$ cat config.mk
export PLATFORM = sky130hd
export DESIGN_NAME = muldiv_seq
export DESIGN_NICKNAME = d
export VERILOG_FILES = /design/src/rtl/muldiv_seq.sv
export SDC_FILE = /design/constraint.sdc
export NUM_CORES = 1
export LEC_CHECK = 0
export ABC_AREA = 0
export BUFFER_PORTS_ARGS = -buffer_cell sky130_fd_sc_hd__buf_4
export CORE_UTILIZATION = 52
export CTS_CLUSTER_SIZE = 16
export DETAILED_ROUTE_END_ITERATION = 8
export HOLD_SLACK_MARGIN = 0.06
export PLACE_DENSITY = 0.78
export SLEW_MARGIN = 10
export SYNTH_ARGS = -nofsm -noshare
export SYNTH_HDL_FRONTEND = slang
export SYNTH_SLANG_ARGS = --single-unit
$ cat constraint.sdc
create_clock -name clk -period 7 [get_ports clk]
set_input_delay 1.4 -clock clk [delete_from_list [all_inputs] [get_ports clk]]
set_output_delay 1.4 -clock clk [all_outputs]
set_load 0.02 [all_outputs]
$ cat src/rtl/muldiv_seq.sv
// muldiv_seq: iterative MULT/MULTU/DIV/DIVU unit that owns the HI/LO registers.
// A WIDTH-step shift-add or restoring shift-subtract loop runs on operand
// magnitudes. The sign correction is applied in a single FIX cycle.
module muldiv_seq #(
    parameter int unsigned WIDTH = 32
) (
    input  logic             clk,
    input  logic             reset,
    input  logic             start,
    input  logic [1:0]       op,
    input  logic [WIDTH-1:0] a,
    input  logic [WIDTH-1:0] b,
    input  logic             abort,
    input  logic             hi_we,
    input  logic             lo_we,
    input  logic [WIDTH-1:0] wdata,
    output logic             busy,
    output logic             done,
    output logic [WIDTH-1:0] hi,
    output logic [WIDTH-1:0] lo
);

    localparam int unsigned CNT_W = (WIDTH > 1) ? $clog2(WIDTH) : 1;
    localparam int unsigned ACC_W = 2 * WIDTH;

    typedef enum logic [1:0] {
        S_IDLE,
        S_RUN,
        S_FIX,
        S_DONE
    } state_e;

    state_e             state_q, state_d;
    logic [CNT_W-1:0]   cnt_q, cnt_d;
    logic               div_q, div_d;         // operation is a divide
    logic               neg_q, neg_d;         // negate product / quotient
    logic               neg_rem_q, neg_rem_d; // negate remainder
    logic               div0_q, div0_d;       // divide by zero
    logic [WIDTH-1:0]   a_q, a_d;             // raw dividend, returned in HI on divide by zero
    logic [WIDTH-1:0]   mag_q, mag_d;         // multiplicand / divisor magnitude
    logic [ACC_W-1:0]   acc_q, acc_d;         // {upper, lower} working register
    logic [WIDTH-1:0]   hi_q, hi_d;
    logic [WIDTH-1:0]   lo_q, lo_d;
    logic               busy_q, busy_d;
    logic               done_q, done_d;

    logic               op_signed;
    logic [WIDTH-1:0]   mag_a;
    logic [WIDTH-1:0]   mag_b;
    logic [WIDTH-1:0]   mul_addend;
    logic [WIDTH:0]     mul_sum;
    logic [ACC_W-1:0]   mul_next;
    logic [WIDTH:0]     div_shift;
    logic [WIDTH:0]     div_diff;
    logic               div_ge;
    logic [WIDTH-1:0]   div_rem;
    logic [ACC_W-1:0]   div_next;
    logic [ACC_W-1:0]   prod_fix;
    logic [WIDTH-1:0]   quo_fix;
    logic [WIDTH-1:0]   rem_fix;

    // Operand magnitudes, one loop step for each algorithm, and the sign-corrected results.
    always_comb begin
        op_signed  = ~op[0];
        mag_a      = (op_signed && a[WIDTH-1]) ? -a : a;
        mag_b      = (op_signed && b[WIDTH-1]) ? -b : b;

        mul_addend = acc_q[0] ? mag_q : '0;
        mul_sum    = {1'b0, acc_q[ACC_W-1:WIDTH]} + {1'b0, mul_addend};
        mul_next   = {mul_sum, acc_q[WIDTH-1:1]};

        div_shift  = {acc_q[ACC_W-1:WIDTH], acc_q[WIDTH-1]};
        div_ge     = (div_shift >= {1'b0, mag_q});
        div_diff   = div_shift - {1'b0, mag_q};
        div_rem    = div_ge ? div_diff[WIDTH-1:0] : div_shift[WIDTH-1:0];
        div_next   = {div_rem, acc_q[WIDTH-2:0], div_ge};

        prod_fix   = neg_q ? -acc_q : acc_q;
        quo_fix    = neg_q ? -acc_q[WIDTH-1:0] : acc_q[WIDTH-1:0];
        rem_fix    = neg_rem_q ? -acc_q[ACC_W-1:WIDTH] : acc_q[ACC_W-1:WIDTH];
    end

    // Next-state, datapath and HI/LO update logic.
    always_comb begin
        state_d   = state_q;
        cnt_d     = cnt_q;
        div_d     = div_q;
        neg_d     = neg_q;
        neg_rem_d = neg_rem_q;
        div0_d    = div0_q;
        a_d       = a_q;
        mag_d     = mag_q;
        acc_d     = acc_q;
        hi_d      = hi_q;
        lo_d      = lo_q;

        case (state_q)
            S_IDLE: begin
                if (start) begin
                    // A start in the same cycle as MTHI/MTLO drops the write.
                    state_d   = S_RUN;
                    cnt_d     = '0;
                    div_d     = op[1];
                    neg_d     = op_signed && (a[WIDTH-1] ^ b[WIDTH-1]);
                    neg_rem_d = op_signed && a[WIDTH-1];
                    div0_d    = op[1] && (b == '0);
                    a_d       = a;
                    if (op[1]) begin
                        mag_d = mag_b;
                        acc_d = {{WIDTH{1'b0}}, mag_a};
                    end else begin
                        mag_d = mag_a;
                        acc_d = {{WIDTH{1'b0}}, mag_b};
                    end
                end else begin
                    if (hi_we) hi_d = wdata;
                    if (lo_we) lo_d = wdata;
                end
            end
            S_RUN: begin
                if (abort) begin
                    state_d = S_IDLE;
                end else begin
                    acc_d = div_q ? div_next : mul_next;
                    cnt_d = cnt_q + CNT_W'(1);
                    if (cnt_q == CNT_W'(WIDTH - 1)) state_d = S_FIX;
                end
            end
            S_FIX: begin
                if (abort) begin
                    state_d = S_IDLE;
                end else begin
                    state_d = S_DONE;
                    if (!div_q) begin
                        hi_d = prod_fix[ACC_W-1:WIDTH];
                        lo_d = prod_fix[WIDTH-1:0];
                    end else if (div0_q) begin
                        hi_d = a_q;
                        lo_d = '1;
                    end else begin
                        hi_d = rem_fix;
                        lo_d = quo_fix;
                    end
                end
            end
            S_DONE: begin
                // MTHI/MTLO in this cycle replace the result just written.
                state_d = S_IDLE;
                if (hi_we) hi_d = wdata;
                if (lo_we) lo_d = wdata;
            end
            default: state_d = S_IDLE;
        endcase

        busy_d = (state_d == S_RUN) || (state_d == S_FIX);
        done_d = (state_d == S_DONE);
    end

    // State and output registers with synchronous reset.
    always_ff @(posedge clk) begin
        if (reset) begin
            state_q   <= S_IDLE;
            cnt_q     <= '0;
            div_q     <= 1'b0;
            neg_q     <= 1'b0;
            neg_rem_q <= 1'b0;
            div0_q    <= 1'b0;
            a_q       <= '0;
            mag_q     <= '0;
            acc_q     <= '0;
            hi_q      <= '0;
            lo_q      <= '0;
            busy_q    <= 1'b0;
            done_q    <= 1'b0;
        end else begin
            state_q   <= state_d;
            cnt_q     <= cnt_d;
            div_q     <= div_d;
            neg_q     <= neg_d;
            neg_rem_q <= neg_rem_d;
            div0_q    <= div0_d;
            a_q       <= a_d;
            mag_q     <= mag_d;
            acc_q     <= acc_d;
            hi_q      <= hi_d;
            lo_q      <= lo_d;
            busy_q    <= busy_d;
            done_q    <= done_d;
        end
    end

    assign busy = busy_q;
    assign done = done_q;
    assign hi   = hi_q;
    assign lo   = lo_q;

endmodule

# After elaboration in Yosys (flattened, before gate mapping)
# Index checks and enable logic that the tools add are counted.
# word_totals
wordCells	80
input_bits	104
output_inout_bits	66
regBits	205
# op_classes
reduce_logical	12
bitwise_logic	2
n_eq_ne	11
add_sub_neg	8
n_mux	33
order_cmp	1
# ops
cell	n
32-bit two-way mux	18
64-bit two-way mux	4
32-bit one-hot mux with 3 select lines	2
32-bit negator	4
64-bit one-hot mux with 2 select lines	1
64-bit negator	1
32-bit by 32-bit adder with 33-bit output	1
33-bit by 32-bit >= comparator with 1-bit output	1
32-bit logical NOT	1
32-bit subtractor	1
5-bit two-way mux	2
5-bit one-hot mux with 2 select lines	1
2-bit equality test (second input constant)	4
2-bit two-way mux	4
2-bit != test (second input constant)	4
2-bit one-hot mux with 4 select lines	1
3-bit AND reduction	2
5-bit by 1-bit adder with 5-bit output (second input constant)	1
5-bit equality test (second input constant)	1
2-bit by 1-bit equality test with 1-bit output (second input constant)	2
1-bit logical AND	4
3-bit nonzero test	1
2-bit logical NOT	1
2-bit AND reduction	1
4 further kinds	4

# Logic depth before layout (Yosys ltp)
# Gate-level depths: netlist of the first run.
# depth
ltp_word	6
mapped_depth	15
ltp_nobuf	13

# Least setup slack after synthesis of the first run
# OpenSTA, ideal clock, no wires.
# synth_timing
path_type	in2reg
start	in a[18]
end	reg acc_q[31]
cell_stages	9
required_time_ns	6.886
path_slack_ns	2.956
setup_ns	0.114
path_buffers	0
arrival_ns	3.929
path_cell_list	or4_1 or3_1 or4_1 or4_1 nor3_1 o211ai_1 o21ai_0 nor2_1 a2111oi_0
# synth_between
elab_chain_cells	5
# synth_rtl
element	line_no	text
from (decl)	11	input logic [WIDTH-1:0] a,
32-bit negator	65	mag_a = (op_signed && a[WIDTH-1]) ? -a : a;
32-bit two-way mux	65	
32-bit two-way mux	108	if (op[1]) begin
64-bit two-way mux	99	if (start) begin
64-bit one-hot mux with 2 select lines	97	case (state_q)
to (signal assigned)	170	acc_q <= '0;
to (signal assigned)	184	acc_q <= acc_d;
to (decl)	41	logic [ACC_W-1:0] acc_q, acc_d;
# Every way passes these cells. The select of a mux whose other input is x is not followed.
# A chain may end at the register's enable or synchronous reset.

# Worst setup path after layout of the first run
# layout_timing
start	reg acc_q[33]
end	reg hi_q[26], in the netlist hi[26]
# layout_between
elab_chain_cells	6
elab_cells_between_ends	8
classes_between	add/sub: 2; mux: 6
# layout_rtl
element	line_no	text
32-bit negator	80	rem_fix = neg_rem_q ? -acc_q[ACC_W-1:WIDTH] : acc_q[ACC_W-1:WIDTH];
32-bit two-way mux	80	
32-bit two-way mux	137	end else if (div0_q) begin
32-bit two-way mux *	134	if (!div_q) begin
32-bit two-way mux *	130	if (abort) begin
32-bit one-hot mux with 3 select lines *	97	
to (signal assigned)	185	hi_q <= hi_d;
to (decl)	42	logic [WIDTH-1:0] hi_q, hi_d;
# Every way passes the cells marked *; elsewhere a longest branch is shown, timed or not. The select of a mux whose other input is x is not followed.

==> flow_summary.toml, run 1 <==
[final_layout]
fin_nets = 2559
drive_gt1_share_pct = 11.4
final_util_pct = 59.6
syn_to_final_growth_pct = 12.0
register_area_um2 = 4110
antennaDiodeCount = 0
multi_input_area_um2 = 11800
final_common_cell = "nand2_1"
num-fill-cells = 3060
layout_common_cells = "nand2_1, nor2_1, a21oi_1, dfxtp_1, buf_4"

[placed_design]
numPortBuffers = 169
dp_slack_ps = 2530
gp_congestion = 0.983
dpl.hpwl_um = 51100

[worst_setup_path]
cp_top_family = "simple AND/OR/NAND/NOR gates"
crit_chain = "inv_1 -> ha_1 -> nor3b_1 -> nand4_1 -> or4b_1 -> or4_1 -> or2_4 -> o31ai_4 -> xor2_1 -> a2111oi_0 -> a22o_1"
timing.rr.start = "acc_q[33]$_SDFFE_PP0P_"
start_kind = "flop"
crit_slowest_cell = "or4b_1"
path_max_fanout = 7
r2r_end = "hi[26]$_SDFFE_PP0P_"
reg2regPathDepth = 11
cp_num_buf_inv = 1
cp.required_ps = 7460
worst_setup_path_end_kind = "flop"
regToRegSetupSlack_ps = 2820
cp_slowest_stage_delay_ps = 690
arrival_ps = 4640
critPathKind = "flop to flop"

[clock_tree]
clock_latency_ps = 540
ctsHoldBuffers = 0
cts.htree.levels = 1
cts_setup_buffers = 0
cts_resized = 0
cts-buffers-inserted = 24
clock_sinks = 205
clk_pin_slew_ps = 60
cts_tree = "yes"
clockBufferDepth = 3
cts-root-buf = "clkbuf_16"

[drt]
drtPass1Iterations = 6
drt_iter0_markers = 2465
drc = 0
totalWireLength_um = 67200
vias = 18600
ant_nets = 0
viasPerCell = 6.65
wl_per_cell_um = 24.0

[yosys]
avgSynthCellArea_um2 = 7.18
async_flop_share_pct = 0
synth_edf_count = 0
synth.top_cell.area_share_pct = 24.3
synth_top_area_cell = "dfxtp_1"
ys_types = 78
ys_seq_elements = 205
synth_fp_nets = 2527
synth.cell_area_um2 = 16900
synth_ff_type = "dfxtp_1"
synthTopCellsByArea = "dfxtp_1, nand2_1, a21oi_1"
synthCells = 2350
ys_seq_area_share_pct = 24.3
synth.yosys.warnings = 0

[floorplan]
core_area_um2 = 31700
ios = 170
initial_core_util_pct = 53.2
fp-row-count = 65
die_area_um2 = 33200
die_y_um = 182
die_w_um = 182

[power]
p_per_area_nw_per_um2 = 186
pwr-share-seq_pct = 38.4
intPower_uw = 2270
vdd_drop_max_mv = 0.208
swShare_pct = 35.3
p_sw_uw = 1240
p_leak_uw = 0.00765
combPwrFrac_pct = 27.2
pwr-share-clk_pct = 34.4
power_uw = 3510

[status]
status = "completed"

[timing]
worstMarginPinSlew_ps = 1260
fin_setup_tns_ps = 0
setup_ws_ps = 2820
min_period_over_period_pct = 59.7
max-slew-margin-rel_pct = 15.3
rsz0062_at_grt = "no"
hold_violations = 0
period_minus_slack_ps = 4180
setup_violations = 0
clock.fmax_mhz = 239
drv_slew = 0
clock_skew_ps = 21.3

[global_route]
track_usage_pct = 39.5
antenna_found_initial = 2
overflow = 0
grt_pass1_vias = 17300
grt_max_degree = 84
grt_pass1_wl_um = 102000

[min_path]
hold_class = "flop to flop"
hold_path_startpoint = "mag_q[7]$_SDFFE_PP0P_"
worst_hold_path.endpoint = "mag_q[7]$_SDFFE_PP0P_"
worstHoldPathCells = 2

[run]
drv_cap = 0
[cell type report]
cell class / instances / share of cell area [%]
repair buffers: 193 / 7.67
flip-flops and latches: 205 / 21.8
multi-input cells: 1877 / 62.5
inverters: 81 / 1.61
well taps: 402 / 2.66
clock buffers: 31 / 3.42
clock inverters: 7 / 0.424
[flip-flops by register name, indices dropped and copies added (netlist names), 2 cells and up]
register,count
a_q,32
hi,32
state_q,2
cnt_q,5
mag_q,32
lo,32
acc_q,64
[synthesized netlist by cell type (9+ instances only)]
| master | number |
|---|---|
| nor3_1 | 37 |
| nor2_1 | 234 |
| nor2b_1 | 18 |
| nand2b_1 | 16 |
| xor2_1 | 76 |
| a211oi_1 | 47 |
| ha_1 | 71 |
| nand3_1 | 29 |
| o21ai_0 | 160 |
| xnor2_1 | 124 |
| mux2_2 | 9 |
| nand4_1 | 22 |
| buf_1 | 21 |
| nand2_1 | 310 |
| a221oi_1 | 11 |
| dfxtp_1 | 205 |
| a21o_1 | 32 |
| inv_1 | 80 |
| or3_1 | 12 |
| a21oi_1 | 231 |
| nor4_1 | 15 |
| and3_1 | 15 |
| or2_2 | 14 |
| o211ai_1 | 62 |
| o41ai_1 | 19 |
| a31oi_1 | 26 |
| a2111oi_0 | 9 |
| a22oi_1 | 18 |
| a311oi_1 | 17 |
| o221ai_1 | 20 |
| clkbuf_1 | 159 |
| mux2i_1 | 52 |
| or4_1 | 25 |
| o31ai_1 | 25 |
[metrics by stage]
step	instance area (um2)	hold WS, ps	std cells
4_1_cts	18900	455	2796
5_1_grt	18900	468	2796
3_3_place_gp	18200	440	2758
2_1_floorplan	16900	431	2350
6_report	18900	455	2796
3_5_place_dp	18200	446	2758
[power groups by stage]
stage	Sequential, uW	Clock (uW)	Combinational [uW]
6_report	1350	1210	955
2_1_floorplan	1330	0	606
3_5_place_dp	1370	0	922
3_3_place_gp	1360	0	915
4_1_cts	1340	1210	927
5_1_grt	1350	1260	1020
[how the worst max path moves through the flow]
stage	start	to	slack [ps]	cells after the start
after global placement	a[0]	acc_q[18]$_SDFFE_PP0P_	2580	12
after global routing	acc_q[33]$_SDFFE_PP0P_	hi[26]$_SDFFE_PP0P_	2480	11
after floorplan	a[18]	acc_q[31]$_SDFFE_PP0P_	2960	9
after detailed placement	a[0]	acc_q[18]$_SDFFE_PP0P_	2530	12
final	acc_q[33]$_SDFFE_PP0P_	hi[26]$_SDFFE_PP0P_	2820	11
after CTS	acc_q[33]$_SDFFE_PP0P_	hi[26]$_SDFFE_PP0P_	2780	11
[logic make-up after synthesis]
kind of cell	Yosys count	synth area share, %
fa+ha+maj	73	5.50
buf+inv	268	6.05
mux	61	3.69
xor+xnor	200	10.4
flops	205	24.3
simple gates	780	20.9
compound gates	763	29.1
[tightest hold or removal path, stage by stage, from the launching register on]
cell and delay, ps:
dfxtp_1 310, nand2_1 50, a21oi_1 50
[per-layer routing]
metal	track usage (%)	part of all wire (%)
met1	52.5	41
met2	61.7	44
met3	7.60	10
met4	18.5	5.1
met5	0	0.024
(Power assumes the default switching activity.)
==> run 2, diff against run 1 <==
Settings changed: ABC_AREA 0 to 1, PLACE_DENSITY 0.78 to 0.77.
Clock period 7 ns to 4.1 ns, I/O delays scaled along.
==> run 2 against run 1 <==
Effect of this change: clock skew down 2.0 ps; global-route usage grew 4.9 points; count of clock-buffer cells in the layout is 2 higher; sequential share of layout area shrank 3.6 points; setup slack worse by 2000 ps; wire length rose by 33%; non-clock buffer count up 23; combinational power up 130%.
==> flow_summary.toml, run 2 <==
[final_layout]
final_util_pct = 59.8
antennaDiodeCount = 0
num-fill-cells = 4107
multi_input_area_um2 = 13500
final_common_cell = "nand2_1"
layout_common_cells = "nand2_1, inv_1, nor2_1, a21oi_1, o21ai_0"
registers.top_by_ff_count = "acc_q"
register_area_um2 = 4110
syn_to_final_growth_pct = 12.5
fin_nets = 3915
drive_gt1_share_pct = 8.87
largest_register_ff_count = 64

[drt]
totalWireLength_um = 89600
drt_iter0_markers = 3425
drtPass1Iterations = 8
viasPerCell = 5.88
vias = 25100
drc = 0
wl_per_cell_um = 21.0
ant_nets = 0

[clock_tree]
clock_latency_ps = 570
cts-root-buf = "clkbuf_16"
clockBufferDepth = 3
cts-buffers-inserted = 25
cts_resized = 0
cts.htree.levels = 1
clock_sinks = 205
ctsHoldBuffers = 0
cts_setup_buffers = 0
clk_pin_slew_ps = 60
cts_tree = "yes"

[timing]
min_period_over_period_pct = 80.6
clock_skew_ps = 19.3
worstMarginPinSlew_ps = 905
hold_violations = 0
max-slew-margin-rel_pct = 39.7
fin_setup_tns_ps = 0
rsz0062_at_grt = "no"
drv_slew = 0
period_minus_slack_ps = 3310
clock.fmax_mhz = 303
setup_violations = 0

[yosys]
synth.most_common_cell = "nand2_1"
avgSynthCellArea_um2 = 5.52
synth.yosys.warnings = 0
synth_edf_count = 0
synth_ff_type = "dfxtp_1"
synth.top_cell.area_share_pct = 20.4
ys_seq_elements = 205
synthTopCellsByCount = "nand2_1, inv_1, nor2_1"
synth.cell_area_um2 = 20100
synthTopCellsByArea = "dfxtp_1, nand2_1, inv_1"
async_flop_share_pct = 0
synth_fp_nets = 3826
synthCells = 3649
ys_types = 52
ys_seq_area_share_pct = 20.4
synth_top_area_cell = "dfxtp_1"

[global_route]
grt_pass1_wl_um = 131000
grt_pass1_vias = 22000
grt_max_degree = 88
overflow = 0
antenna_found_initial = 1
track_usage_pct = 44.4

[floorplan]
die_area_um2 = 39500
core_area_um2 = 37800
ios = 170
fp-row-count = 71
initial_core_util_pct = 53.2
die_y_um = 199
die_w_um = 199

[power]
pwr-share-seq_pct = 33.7
pwr-share-clk_pct = 34.2
p_per_area_nw_per_um2 = 308
p_sw_uw = 2740
combPwrFrac_pct = 32.2
p_leak_uw = 0.0116
intPower_uw = 4240
swShare_pct = 39.2
vdd_drop_max_mv = 0.349

[worst_setup_path]
cp_top_family = "flip-flops"
cp_slowest_stage_delay_ps = 900
worst_setup_path_end_kind = "flop"
cp_common_cell = "nand2_1"
path_max_fanout = 22
start_kind = "flop"
arrival_ps = 3790
cp_num_buf_inv = 4
cp.required_ps = 4590
critPathKind = "flop to flop"
crit_chain = "nand2_1 -> inv_1 -> ha_1 -> inv_1 -> fa_1 -> o21ai_2 -> inv_1 -> o21bai_1 -> nand2_1 -> nand2_1 -> nand2_1 -> nand3_1 -> nand2_1 -> inv_1 -> nand2_1 -> a21oi_1"
crit_slowest_cell = "dfxtp_1"

[min_path]
hold_class = "flop to flop"

[placed_design]
dpl.hpwl_um = 71400
numPortBuffers = 169
gp_congestion = 1.06

[status]
status = "completed"

[run]
drv_cap = 0
==> run 2: cell count changes after synthesis, moves of 25 or more <==
cell,change
clkbuf_1,-52
o21ai_0,+154
a21o_1,-28
nand2_1,+707
a21oi_1,+89
mux2i_1,-52
inv_1,+405
or4_1,-25
o211ai_1,-33
a211oi_1,-46
nor2_1,+171
xnor2_1,-121
nand3_1,+280
==> run 2: per-layer routing <==
metal,GRT usage [%],vias up,share of wire (%)
met5,0,-,0.021
met3,12.7,243,14
met1,61.8,11200,41
met4,23.7,2,6.2
met2,61.1,1599,39
li1,-,12000,-
==> run 2: layout make-up <==
class	instances	share of cell area, %
Multi-Input combinational cell	2788	59.6
Sequential cell	205	18.1
Inverter	502	8.33
Timing Repair Buffer	216	7.27
Clock buffer	33	3.03
Tap cell	511	2.82
Clock inverter	9	0.757
==> run 2: cells by family (layout without fill, tap and decap cells) <==
kind of cell | count (synthesis) | after routing | share of synthesized area (%)
simple gates | 1887 | 1887 | 39.4
compound gates | 770 | 770 | 20.5
buf+inv | 656 | 760 | 12.6
flops | 205 | 205 | 20.4
fa+ha+maj | 73 | 73 | 4.61
xor+xnor | 58 | 58 | 2.52
==> run 2: power by group through the flow <==
stage	clock, uW	combinational (uW)	sequential, uW
after floorplan	0	1370	2320
after global placement	0	2150	2370
final	2380	2240	2350
after CTS	2380	2160	2320
after global routing	2470	2420	2350
after detailed placement	0	2150	2360
==> run 2: worst min-delay path, cell delays in order (launching register included) <==
cell     delay (ps)
dfxtp_1         310
nand2_1          60
a21oi_1          60
==> run 2: worst paths after layout <==
check / from / to / slack (ps) / depth (start not counted)
worst max-delay path: acc_q[0]$_SDFFE_PP0P_ / acc_q[63]$_SDFFE_PP0P_ / 790 / 16
worst min-delay path: cnt_q[4]$_SDFFE_PP0P_ / cnt_q[4]$_SDFFE_PP0P_ / 480 / 2
worst max register to register: acc_q[0]$_SDFFE_PP0P_ / acc_q[63]$_SDFFE_PP0P_ / 790 / 16
worst min register to register: cnt_q[4]$_SDFFE_PP0P_ / cnt_q[4]$_SDFFE_PP0P_ / 480 / 2
==> run 2: per-stage QoR <==
step                      total power [uW]  hold slack, ps  setup WS [ps]  std cells  area [um2]
after global routing                  7230             508            664       4264       22600
after detailed placement              4520             466            973       4222       21800
after CTS                             6870             474            912       4264       22600
after global placement                4520             461           1020       4222       21800
after floorplan                       3690             430           1770       3649       20100
final                                 6980             478            794       4264       22600
